===== src/rtl/servo_slew_pwm.sv =====
// Hobby-servo PWM generator with per-frame slew limiting of the applied position.
// The target can be written at any time; the applied position moves only on frame boundaries.
module servo_slew_pwm #(
  parameter int PERIOD_CYC = 240000,
  parameter int MIN_PULSE  = 12000,
  parameter int STEP_CYC   = 47,
  parameter int SLEW_MAX   = 4,
  parameter int INIT_POS   = 128
) (
  input  logic       clk,
  input  logic       rstn,
  input  logic       enable,
  input  logic [7:0] pos,
  input  logic       pos_valid,
  output logic       servo,
  output logic [7:0] cur_pos,
  output logic       busy,
  output logic       frame_start
);
  localparam int              CW     = $clog2(PERIOD_CYC);
  localparam logic [0:0]      IDLE   = 1'b0;
  localparam logic [0:0]      RUN    = 1'b1;
  localparam logic [CW-1:0]   LAST   = CW'(PERIOD_CYC - 1);
  localparam logic [7:0]      SLEW8  = 8'(SLEW_MAX);
  localparam logic [7:0]      INIT8  = 8'(INIT_POS);
  localparam logic [CW-1:0]   INIT_W = CW'(MIN_PULSE + INIT_POS * STEP_CYC);

  logic [0:0]    state_q, state_d;
  logic [CW-1:0] cnt_q, cnt_d;
  logic [CW-1:0] width_q, width_d;
  logic [7:0]    tgt_q, tgt_d;
  logic [7:0]    cur_q, cur_d;
  logic          servo_q, servo_d;
  logic          busy_q, busy_d;
  logic          boundary;
  logic [8:0]    diff_up, diff_dn;
  logic [7:0]    step;

  assign boundary = (state_q == RUN) && (cnt_q == '0);

  always_comb begin
    state_d = state_q;
    cnt_d   = cnt_q;
    cur_d   = cur_q;
    width_d = width_q;
    tgt_d   = pos_valid ? pos : tgt_q;
    diff_up = {1'b0, tgt_q} - {1'b0, cur_q};
    diff_dn = {1'b0, cur_q} - {1'b0, tgt_q};
    step    = '0;

    case (state_q)
      IDLE: if (enable) state_d = RUN;
      default: begin
        // enable only matters at the frame's last cycle so a pulse is never cut short
        if (cnt_q == LAST) begin
          cnt_d = '0;
          if (!enable) state_d = IDLE;
        end else begin
          cnt_d = cnt_q + 1'b1;
        end
      end
    endcase

    // slew uses the target held before any same-cycle write
    if (boundary) begin
      if (tgt_q > cur_q) begin
        step  = (diff_up < {1'b0, SLEW8}) ? diff_up[7:0] : SLEW8;
        cur_d = cur_q + step;
      end else if (tgt_q < cur_q) begin
        step  = (diff_dn < {1'b0, SLEW8}) ? diff_dn[7:0] : SLEW8;
        cur_d = cur_q - step;
      end
      width_d = CW'(MIN_PULSE) + CW'(cur_d) * CW'(STEP_CYC);
    end

    servo_d = (state_d == RUN) && (cnt_d != '0) && (cnt_d <= width_d);
    busy_d  = (cur_d != tgt_d);
  end

  always_ff @(posedge clk) begin
    if (!rstn) begin
      state_q <= IDLE;
      cnt_q   <= '0;
      tgt_q   <= INIT8;
      cur_q   <= INIT8;
      width_q <= INIT_W;
      servo_q <= 1'b0;
      busy_q  <= 1'b0;
    end else begin
      state_q <= state_d;
      cnt_q   <= cnt_d;
      tgt_q   <= tgt_d;
      cur_q   <= cur_d;
      width_q <= width_d;
      servo_q <= servo_d;
      busy_q  <= busy_d;
    end
  end

  assign servo       = servo_q;
  assign cur_pos     = cur_q;
  assign busy        = busy_q;
  assign frame_start = boundary;
endmodule


===== config.mk =====
export PLATFORM = sky130hd
export DESIGN_NAME = servo_slew_pwm
export DESIGN_NICKNAME = d
export VERILOG_FILES = /design/src/rtl/servo_slew_pwm.sv
export SDC_FILE = /design/constraint.sdc
export NUM_CORES = 1
export LEC_CHECK = 0
export BUFFER_PORTS_ARGS = -buffer_cell sky130_fd_sc_hd__buf_2
export CORE_MARGIN = 5
export CORE_UTILIZATION = 55
export CTS_BUF_LIST = sky130_fd_sc_hd__clkbuf_8
export DETAILED_ROUTE_END_ITERATION = 16
export PLACE_DENSITY = 0.81
export SETUP_SLACK_MARGIN = 0.02
export SLEW_MARGIN = 20
export SYNTH_ARGS = -nofsm -noshare
export SYNTH_HDL_FRONTEND = slang
export SYNTH_SLANG_ARGS = --single-unit

===== constraint.sdc =====
create_clock -name clk -period 9.8 [get_ports clk]
set_input_delay 1.96 -clock clk [delete_from_list [all_inputs] [get_ports clk]]
set_output_delay 1.96 -clock clk [all_outputs]
set_load 0.05 [all_outputs]

Word level (Yosys, flattened, before mapping)
Cells that the tools add are included.
{"block": "classes", "mux": 13, "eq_ne": 2, "reduce_logical": 5, "mul": 1, "n_lt_le_gt_ge": 5, "add_sub_neg": 6}
{"op": "$mux W8", "count": 7}
{"op": "$mux W18", "count": 3}
{"op": "$add A18 B1 Y18 const B", "count": 1}
{"op": "$eq A18 B18 Y1 const B", "count": 1}
{"op": "$le A18 B18 Y1", "count": 1}
{"op": "$logic_not A18 Y1", "count": 1}
{"op": "$lt A9 B3 Y1 const B", "count": 2}
{"op": "$reduce_bool A18 Y1", "count": 1}
{"op": "$sub A8 B8 Y9", "count": 2}
{"op": "$add A14 B14 Y15 const A", "count": 1}
{"op": "$mul A8 B6 Y14 const B", "count": 1}
{"op": "$add A8 B8 Y8", "count": 1}
{"op": "$gt A8 B8 Y1", "count": 1}
{"op": "$lt A8 B8 Y1", "count": 1}
{"op": "$ne A8 B8 Y1", "count": 1}
{"op": "$sub A8 B8 Y8", "count": 1}
{"op": "$logic_and A1 B1 Y1", "count": 3}
{"op": "$mux W1", "count": 3}
{"block": "totals", "out_inout_bits": 11, "ff_bits": 55, "inputBits": 12}

Depth between registers and ports, before layout
{"block": "logic_depth", "word_depth": 12, "mapped_depth": 47}

Worst setup path before layout
No wires, ideal clock.
{"block": "synth_path", "kind": "register -> register", "start": "reg cur_q[1], in the netlist cur_pos[1]", "end": "reg servo_q, in the netlist servo", "period_less_slack_ns": 9.210, "arrival_ns": 9.140, "t_required_ns": 9.730, "setup_ns": 0.070, "slack_ns": 0.590, "path_stages_with_launch": 45, "cell_sequence": "dfxtp_1 inv_1 fa_1 a21o_2 a21oi_1 o21ai_0 mux2_2 nor3_1 a41oi_1 o21ai_0 nand3_1 nor2_1 ha_1 a21o_1 a21oi_1 nand2b_1 a21oi_1 a211oi_1 [9 not listed] inv_1 ha_1 inv_1 o21bai_1 a21oi_1 o21bai_1 a21oi_1 xor2_1 nor2_1 a21oi_1 ha_1 a21o_1 a21o_1 a221o_1 a21o_1 a211oi_1 o21bai_1 a21oi_1"}
{"block": "synth_between", "elab_chain_len": 12}
{"item": "from (decl)", "line_no": "32", "rtl": "logic [7:0] cur_q, cur_d;"}
{"item": "from (signal assigned)", "line_no": "93", "rtl": "cur_q <= cur_d;"}
{"item": "$sub A8 B8 Y9", "line_no": "48", "rtl": "diff_dn = {1'b0, cur_q} - {1'b0, tgt_q};"}
{"item": "$lt A9 B3 Y1", "line_no": "70", "rtl": "step = (diff_dn < {1'b0, SLEW8}) ? diff_dn[7:0] : SLEW8;"}
{"item": "$mux W8", "line_no": "70"}
{"item": "$sub A8 B8 Y8", "line_no": "71", "rtl": "cur_d = cur_q - step;"}
{"item": "$mux W8", "line_no": "69", "rtl": "end else if (tgt_q < cur_q) begin"}
{"item": "$mux W8 (*)", "line_no": "66", "rtl": "if (tgt_q > cur_q) begin"}
{"item": "$mux W8 (*)", "line_no": "65", "rtl": "if (boundary) begin"}
{"item": "$mul A8 B6 Y14 (*)", "line_no": "73", "rtl": "width_d = CW'(MIN_PULSE) + CW'(cur_d) * CW'(STEP_CYC);"}
{"item": "$add A14 B14 Y15 (*)", "line_no": "73"}
{"item": "$mux W18 (*)", "line_no": "65"}
{"item": "$le A18 B18 Y1 (*)", "line_no": "76", "rtl": "servo_d = (state_d == RUN) && (cnt_d != '0) && (cnt_d <= width_d);"}
{"item": "$logic_and A1 B1 Y1 (*)", "line_no": "76"}
{"item": "to (signal assigned)", "line_no": "95", "rtl": "servo_q <= servo_d;"}
{"item": "to (decl)", "line_no": "33", "rtl": "logic servo_q, servo_d;"}
Every way passes the cells marked *; elsewhere a longest branch is shown, timed or not. The select of a mux whose other input is x is not followed.
A chain may end at the register's enable or synchronous reset.

Worst setup path in the final report
{"block": "layout_path", "start": "reg cur_q[0], in the netlist cur_pos[0]", "end": "reg servo_q, in the netlist servo"}
The elaborated chain is that of the path after synthesis.

==> impl_metrics.csv <==
group,metric,value,unit
clock_network,insertion_delay,0.31,ns
finish,num_antenna_cells,0,
floorplan,num_rows,36,
finish,fill_cells,886,
logic_synthesis,synth_edf_count,0,
hold_path,hp-start,"width_q[9]",
logic_synthesis,synth.cell_area,5560,um^2
route,wirelength,13500,um
logic_synthesis,yosys.area.top_type_share,19.8,%
logic_synthesis,ys_seq_area_share,19.8,%
logic_synthesis,yosysTopAreaCell,"dfxtp_1",
setup_path,r2r_end,"servo",
logic_synthesis,ys_warn_count,0,
clock_network,clk_pin_slew,0.10,ns
setup_path,cp_data_arrival_time,9.55,ns
clock_network,hold_buffers,0,
setup_path,cp_top_family,"compound AO/OA/AOI/OAI gates",
timing,worst_pin_slew,0.843,ns
logic_synthesis,ys_ff_latch,55,
clock_network,clockBufferDepth,2,
setup_path,worstPathRequired,10.04,ns
route,vias,4866,
clock_network,cts_tree,"done",
route,drtIter0Drc,287,
logic_synthesis,synth_compound_area_share,17.0,%
timing,fin_crit,9.31,ns
floorplan,start_util,56.6,%
timing,hold_viol,0,
clock_network,htree_levels,2,
placement,placed_area,5750,um^2
logic_synthesis,postSynthAreaPerCell,8.20,um^2
global_routing,grt-ovfl-total,0,
setup_path,worstReg2RegStart,"cur_pos[0]",
floorplan,dieArea,12200,um^2
setup_path,crit_slowest_cell,"fa_1",
clock_network,cts_sinks,55,
logic_synthesis,synth_top_family_by_area,"adder cells",
placement,dp_slack,-0.0116,ns
logic_synthesis,synth_ff_type,"dfxtp_1",
finish,nets,814,
finish,area.growth.synth_to_final,8.46,%
timing,fin_ws,0.490,ns
setup_path,path_class,"reg -> reg",
floorplan,die-width,111,um
finish,finish.instance_area,6030,um^2
setup_path,crit_start,"cur_pos[0]",
timing,max_clock_freq,107,MHz
global_routing,grt_pass1_wl,22100,um
setup_path,r2r_slack,0.49,ns
global_routing,grt_pass1_vias,4852,
timing,fin_skew,0.0129,ns
global_routing,antenna_found_initial,0,
timing,maxSlewViolCount,0,
logic_synthesis,synth_mux_area_share,3.44,%
floorplan,core-area,9820,um^2
logic_synthesis,synth_cell_type_count,58,
setup_path,start_kind,"flip-flop",
placement,post-dp-hpwl,11000,um
logic_synthesis,synthTopCellsByArea,"dfxtp_1 20%, ha_1 18%, fa_1 7.9%, nor2_1 6.2%, xnor2_1 5.2%",
timing,post-route-period-util,95.0,%
logic_synthesis,synth-async-reset-ratio,0,%
timing,hold-worst-slack,0.471,ns
timing,rsz0062_at_grt,"false",
setup_path,slowest_delay,0.53,ns
hold_path,holdPathStages,2,
setup_path,crit_path_max_fanout,8,
clock_network,root_buffer,"clkbuf_8",
setup_path,cp_num_buf_inv,6,
global_routing,track_usage,21.3,%
status,outcome,"finished, final reports clean",
floorplan,ioPinCount,23,
route,via_per_inst,5.83,
logic_synthesis,synth_xor_area_share,8.35,%
floorplan,die_y,111,um
route,first_pass_iters,7,
setup_path,end_kind,"flip-flop",
placement,gp_congestion,0.955,
global_routing,grt_max_degree,30,
route,wire_per_inst,16.2,um
route,ant_nets,0,
timing,finalSetupViolCount,0,
logic_synthesis,synthSimpleGateAreaFrac,18.3,%
route,drc,0,
logic_synthesis,syn_inst,678,
placement,io_buffers,22,
flow_run,maxCapViolations,0,
hold_path,min_path_type,"reg -> reg",
clock_network,cts_buffers,5,
timing,relSlewSlack,43.8,%
hold_path,min_to,"width_q[9]",
setup_path,rr_worst_depth,41,
logic_synthesis,synth_adder_area_share,25.9,%
finish,drive_gt1_share,10.8,%
setup_path,crit_top_cell,"inv_1",
## cells in the final DEF, fill, tap and decap left out, types with 5 or more instances in the layout
cell / synthesis / layout
dfxtp_1: 55 / 51
o21bai_1: 8 / 8
buf_4: 2 / 8
and2_1: 9 / 9
clkbuf_8: 0 / 5
o221ai_1: 5 / 5
a21o_1: 16 / 16
xor2_1: 20 / 20
nor3_1: 15 / 15
nand4_1: 9 / 9
fa_1: 22 / 22
nor4_1: 5 / 5
conb_1: 2 / 8
ha_1: 80 / 79
a21oi_1: 41 / 32
inv_1: 67 / 68
nor2_1: 92 / 90
nand2_1: 45 / 44
or3_1: 7 / 7
o211ai_1: 5 / 5
xnor2_1: 33 / 32
mux2i_1: 18 / 18
o21ai_0: 30 / 28
a21oi_2: 0 / 9
buf_2: 0 / 22
nand3_1: 17 / 17
## per-stage QoR
step           instances  utilization (%)  setup TNS, ns
2_1_floorplan        684                -              0
3_3_place_gp         822             58.6              0
3_5_place_dp         822             58.6        -0.0116
4_1_cts              830             60.0              0
5_1_grt              834             61.4              0
6_report             834             61.4              0
## state kept, by name, summed over array words and instances, names as in the netlist
register / flops
cnt_q: 18
width_q: 18
cur_pos: 8
tgt_q: 8
busy: 1
servo: 1
state_q: 1
## cell type report
| type | instances | area, um^2 | area share (%) |
|---|---|---|---|
| clock buffer | 5 | 68.8 | 1.14 |
| clock inverter | 3 | 63.8 | 1.06 |
| inverter | 67 | 251 | 4.17 |
| multi-input combinational | 540 | 4180 | 69.3 |
| sequential | 55 | 1110 | 18.4 |
| tap | 133 | 166 | 2.76 |
| timing repair buffer | 31 | 190 | 3.15 |
## cell families after synthesis
family | after synthesis
xor gates and xnor gates | 53
DFF | 55
muxes | 19
adders and majority gates | 102
buffers and inverters | 89
AOI/OAI and AO/OA | 139
other | 2
and+or+nand+nor | 219
## how the worst max path moves through the flow
stage               endpoint  slack (ns)  cells after the start
global placement       servo        0.38                     43
floorplan              servo        0.59                     44
detailed placement     servo       -0.01                     42
CTS                    servo        0.04                     43
finish                 servo        0.49                     41
global route           servo       0.007                     41
## timing repair
item | 4_1_cts | 5_1_grt
setup buffers | 0 | 4
resized for setup | 2 | 26
pin swaps | 0 | 5
setup endpoints to repair | 1 | 1
gates cloned | 0 | 0
## worst register-to-register path: cells and delay by family, from the launching register on
| kind | cells | cell delay, ns |
|---|---|---|
| and+or+nand+nor | 5 | 0.84 |
| xor gates and xnor gates | 4 | 0.76 |
| AOI/OAI and AO/OA | 17 | 3.44 |
| buffers and inverters | 6 | 0.49 |
| DFF | 1 | 0.38 |
| adders and majority gates | 9 | 3.34 |
## cells in the mapped netlist, types with 4 or more instances
cell type	number
nand2_1	45
a21oi_1	41
nor2_1	92
dfxtp_1	55
nor4_1	5
and2_1	9
and3_1	4
o221ai_1	5
or3_1	7
xnor2_1	33
a211oi_1	6
xor2_1	20
buf_6	7
inv_1	67
ha_1	80
o21ai_0	30
clkbuf_1	12
nor3_1	15
o211ai_1	5
fa_1	22
a21o_1	16
nand4_1	9
nand3_1	17
mux2i_1	18
o21bai_1	8
## per-layer routing
| metal | up-vias | GRT usage, % | part of all wire [%] |
|---|---|---|---|
| li1 | 2369 | - | - |
| met1 | 2319 | 25.3 | 40 |
| met2 | 145 | 38.1 | 50 |
| met3 | 33 | 3.12 | 5.3 |
| met4 | 0 | 8.95 | 3.7 |
| met5 | - | 0 | 0 |
Power is not shown: default switching activity piles up to over one toggle a cycle in this logic, so the estimate is an artifact.
